===== config.mk =====
export PLATFORM = sky130hd
export DESIGN_NAME = fifo_rd_adapter
export DESIGN_NICKNAME = d
export VERILOG_FILES = /design/src/rtl/fifo_pkg.sv /design/src/rtl/fifo_rd_skid.sv /design/src/rtl/fifo_rd_adapter.sv
export SDC_FILE = /design/constraint.sdc
export NUM_CORES = 1
export LEC_CHECK = 0
export ABC_AREA = 0
export BUFFER_PORTS_ARGS = -buffer_cell sky130_fd_sc_hd__buf_2
export CAP_MARGIN = 20
export CORE_AREA = 2 2 58 60
export DETAILED_ROUTE_END_ITERATION = 12
export DIE_AREA = 0 0 60 62
export SYNTH_ARGS = -nofsm -noshare
export SYNTH_HDL_FRONTEND = slang
export SYNTH_HIERARCHICAL = 1
export SYNTH_SLANG_ARGS = --single-unit

===== constraint.sdc =====
create_clock -name rd_clk -period 2.5 [get_ports rd_clk]
set_clock_uncertainty 0.05 [all_clocks]
set_input_delay 0.125 -clock rd_clk [delete_from_list [all_inputs] [get_ports rd_clk]]
set_output_delay 0.125 -clock rd_clk [all_outputs]
set_load 0.1 [all_outputs]

===== src/rtl/fifo_pkg.sv =====
// Shared definitions for the async_fifo side adapters: read latency, skid depth,
// the occupancy count type and the read-credit rule.
package fifo_pkg;

    localparam int unsigned FIFO_RD_LATENCY = 1;
    localparam int unsigned RD_SKID_DEPTH   = 2;

    typedef logic [1:0] occ_t;

    // A read may issue only if the word it returns still fits once it lands
    function automatic logic has_credit(input occ_t occ, input logic inflight, input logic pop);
        logic [2:0] w_need;
        w_need = 3'(occ) + 3'(inflight) - 3'(pop);
        return w_need < 3'(RD_SKID_DEPTH);
    endfunction

endpackage


===== src/rtl/fifo_rd_skid.sv =====
// Two-entry skid buffer: words land at the write pointer, the head is always
// presented at the read pointer, occ tracks how many entries hold data.
module fifo_rd_skid
    import fifo_pkg::*;
#(
    parameter int unsigned DATA_WIDTH = 8
) (
    input  logic                  clk,
    input  logic                  rst_n,
    input  logic                  push,
    input  logic [DATA_WIDTH-1:0] push_data,
    input  logic                  pop,
    output occ_t                  occ,
    output logic [DATA_WIDTH-1:0] head_data
);

    logic [DATA_WIDTH-1:0] r_buf [RD_SKID_DEPTH];
    logic                  r_wr_ptr;
    logic                  r_rd_ptr;
    occ_t                  r_occ;

    always_ff @(posedge clk or negedge rst_n) begin
        if (!rst_n) begin
            for (int i = 0; i < int'(RD_SKID_DEPTH); i++) begin
                r_buf[i] <= '0;
            end
            r_wr_ptr <= 1'b0;
            r_rd_ptr <= 1'b0;
            r_occ    <= '0;
        end else begin
            if (push) begin
                r_buf[r_wr_ptr] <= push_data;
                r_wr_ptr        <= ~r_wr_ptr;
            end
            if (pop) begin
                r_rd_ptr <= ~r_rd_ptr;
            end
            r_occ <= r_occ + occ_t'(push) - occ_t'(pop);
        end
    end

    assign occ       = r_occ;
    assign head_data = r_buf[r_rd_ptr];

endmodule


===== src/rtl/fifo_rd_adapter.sv =====
// Read-side adapter turning async_fifo (OUTPUT_REG=1) into a valid/ready stream.
// Define FIFO_RD_ADAPTER_CNT_EN to add the word_cnt handshake counter.
module fifo_rd_adapter
    import fifo_pkg::*;
#(
    parameter int unsigned DATA_WIDTH = 8,
    parameter int unsigned CNT_WIDTH  = 16
) (
    input  logic                  rd_clk,
    input  logic                  rst_glb_n,
    output logic                  fifo_rd_en,
    input  logic [DATA_WIDTH-1:0] fifo_rd_data,
    input  logic                  fifo_empty,
    output logic                  m_valid,
    input  logic                  m_ready,
`ifdef FIFO_RD_ADAPTER_CNT_EN
    output logic [CNT_WIDTH-1:0]  word_cnt,
`endif
    output logic [DATA_WIDTH-1:0] m_data
);

    logic                  r_inflight;
    logic                  w_pop;
    occ_t                  w_occ;
    logic [DATA_WIDTH-1:0] w_head_data;

    assign w_pop   = m_valid && m_ready;
    assign m_valid = (w_occ != '0);
    assign m_data  = w_head_data;

    // m_ready feeds fifo_rd_en directly so a pop frees credit in the same cycle
    assign fifo_rd_en = rst_glb_n && !fifo_empty && has_credit(w_occ, r_inflight, w_pop);

    // Data for a read issued last cycle is on fifo_rd_data this cycle
    always_ff @(posedge rd_clk or negedge rst_glb_n) begin
        if (!rst_glb_n) begin
            r_inflight <= 1'b0;
        end else begin
            r_inflight <= fifo_rd_en;
        end
    end

    fifo_rd_skid #(
        .DATA_WIDTH (DATA_WIDTH)
    ) u_skid (
        .clk       (rd_clk),
        .rst_n     (rst_glb_n),
        .push      (r_inflight),
        .push_data (fifo_rd_data),
        .pop       (w_pop),
        .occ       (w_occ),
        .head_data (w_head_data)
    );

`ifdef FIFO_RD_ADAPTER_CNT_EN
    logic [CNT_WIDTH-1:0] r_word_cnt;

    always_ff @(posedge rd_clk or negedge rst_glb_n) begin
        if (!rst_glb_n) begin
            r_word_cnt <= '0;
        end else if (w_pop) begin
            r_word_cnt <= r_word_cnt + CNT_WIDTH'(1);
        end
    end

    assign word_cnt = r_word_cnt;
`else
    // CNT_WIDTH only sizes the counter, which is not built here
    if (CNT_WIDTH == 0) begin : g_no_cnt
    end
`endif

endmodule

==> qor.txt <==
Status: complete, but fails checks
Failing checks: setup timing
DR WL met2: 840 microns
Critical Path End Type: primary output
Syn nets: 82
Synthesized area per cell: 15.2 sq um
Crit-path cells: or2_4 -> and2_4 -> ha_4 -> nand2b_4 -> fa_2 -> xor2_2 -> nor3_4 -> buf_12
Vias in the first global route: 628
Yosys warnings: 6
Drt wl/cell: 12.3 microns
Slew margin rel.: 37.3%
Worst path max stage delay: 0.42 ns
Flop and latch count out of synthesis: 21
Slew Viols, Final: 0
Mapped Area: 1000 sq um
Nets: 115
RSZ-0062 raised after global routing: yes
Slew @ Worst Pin: 0.938 ns
Antenna-violating nets left: 0
M1 WL: 799 microns
Grt ovf: 0
Sequential area share after synthesis: 52.4%
Fmax: 0.385 GHz
Global-route wire length before repair: 2960 microns
Root buffer selected by CTS: clkbuf_4
DRT iter0 DRCs: 7
Die W: 60 microns
Crit-path max FO: 3
DIE HEIGHT: 62 microns
Clock transition at path regs: 0.11 ns
CTS buffer count: 3
Max Root-Sink Buffers: 2
DR top layer: met4
Detailed placer's ending HPWL: 1230 microns
Setup ws final: -0.100 ns
Metal3 WL: 113 microns
Slowest stage cell, crit path: dfrtp_2
Period minus WS final: 2.60 ns
Initial antenna violation count: 0
Pin count of the biggest net entering global routing: 22
N_diodes: 0
CTS H-tree lvls: 1
Vias per cell: 4.16
Gr usage total: 11.2%
Hold WC Path Type: in2reg
IO Port Bufs: 21
Rows: 21
Setup total negative slack: -0.100 ns
Starting density of the core: 31.5%
Worst-skew pair later-pin latency: 0.29 ns
Global placer's final weighted congestion: 0.651
WL final: 1770 microns
Commonest cells after routing, fill and taps aside: 20 x buf_2, 20 x dfrtp_1, 16 x mux2_2
Fin. Hold Viols: 0
Max-cap violations: 0
Yosys cell types: 17
CTS tree: yes
Crit path required time: 2.33 ns
Ports: 22
Share of layout cells above drive strength 1: 62.2%
DR vias: 599
CTS Sinks: 21
Period utilization: 104%
Post-Syn Instances: 66
Drt pass-1 iters: 2
Core ar.: 3180 sq um
FILL cells: 291
Kind of critical path: reg2out
Setup crit start kind: flop
# setup viols final: 1
Total Die Area: 3720 sq um
Critical Path AT: 2.43 ns
Synth-to-Final Area Change: 32.1%
DRC errors left: 0
synthesized netlist by cell type, drive strengths merged:
cell / instances / area, sq um
nor3: 1 / 5.00
dfrtp: 21 / 526
buf: 2 / 16.3
nor2b: 1 / 8.76
mux2: 24 / 300
and2: 1 / 8.76
nand2b: 1 / 6.26
ha: 3 / 37.5
xor2: 3 / 26.3
nand2: 2 / 10.0
inv: 3 / 11.3
xnor2: 2 / 17.5
fa: 1 / 20.0
or2: 1 / 8.76
path summary, 6_finish.rpt:
check | slack, ns | cells past startpoint | start | to
min | 0.02 | 2 | fifo_rd_data[2] | u_skid/r_buf[2]
min in group asynchronous | 0.49 | 2 | rst_glb_n | u_skid/r_buf[8]
max reg2reg | 0.44 | 7 | u_skid/occ[1] | r_inflight
max | -0.10 | 8 | u_skid/occ[1] | fifo_rd_en
min reg2reg | 0.46 | 1 | u_skid/r_buf[4] | u_skid/r_buf[4]
max in group asynchronous | 1.27 | 2 | rst_glb_n | u_skid/occ[1]
registers in the layout, summed over array words and instances (netlist names):
| name | count |
|---|---|
| u_skid/occ | 2 |
| u_skid/r_wr_ptr | 1 |
| u_skid/r_buf | 16 |
| u_skid/r_rd_ptr | 1 |
| r_inflight | 1 |
timing repair:
action / CTS / global route
buffers inserted: 0 / 0
gates resized for setup: 0 / 0
hold endpoints to repair: 22 / 8
hold buffers: 2 / 6
setup endpoints to repair: 1 / 1
cell type report:
| class | instances | area, sq um | share of cell area (%) |
|---|---|---|---|
| Clock buffer | 3 | 22.5 | 1.70 |
| Clock inverter | 1 | 5.00 | 0.378 |
| Inverter | 3 | 11.3 | 0.851 |
| Multi-Input combinational cell | 40 | 493 | 37.2 |
| Sequential cell | 21 | 527 | 39.8 |
| Tap cell | 46 | 57.6 | 4.35 |
| Timing Repair Buffer | 30 | 208 | 15.7 |
cell families after synthesis:
logic type                 synth area share [%]
xor gates and xnor gates                   4.37
adders and majority gates                  5.74
buffers and inverters                      2.75
DFF                                        52.4
muxes                                      30.0
and+or+nand+nor                            4.74
critical path: cells and delay by family (launching register included):
family                   cells  cell delay (ns)
XOR/XNOR                     1             0.16
AND/OR/NAND/NOR              4             0.77
buffers and inverters        1             0.20
adder cells (fa/ha/maj)      2             0.57
flip-flops                   1             0.42
metrics by stage:
| stage | hold WS (ns) | cells | util [%] | instance area, sq um | setup WS [ns] |
|---|---|---|---|---|---|
| final | 0.0238 | 144 | 41.6 | 1320 | -0.100 |
| after global routing | 0.00231 | 144 | 41.6 | 1320 | -0.226 |
| after CTS | 0.000890 | 138 | 39.7 | 1260 | -0.140 |
| after detailed placement | 0.0666 | 132 | 38.3 | 1220 | 0.195 |
| after global placement | 0.0650 | 132 | 38.3 | 1220 | 0.242 |
| after floorplan | -0.221 | 66 | - | 1050 | -0.471 |
layer usage:
metal / global-route usage (%) / up-vias
li1: - / 287
met1: 13.6 / 293
met2: 18.8 / 17
met3: 4.35 / 2
met4: 2.86 / 0
met5: 0 / -
Power is left out: the tool's default activity adds up to more than one toggle a clock period on the data nets, which glitch-free logic cannot reach.
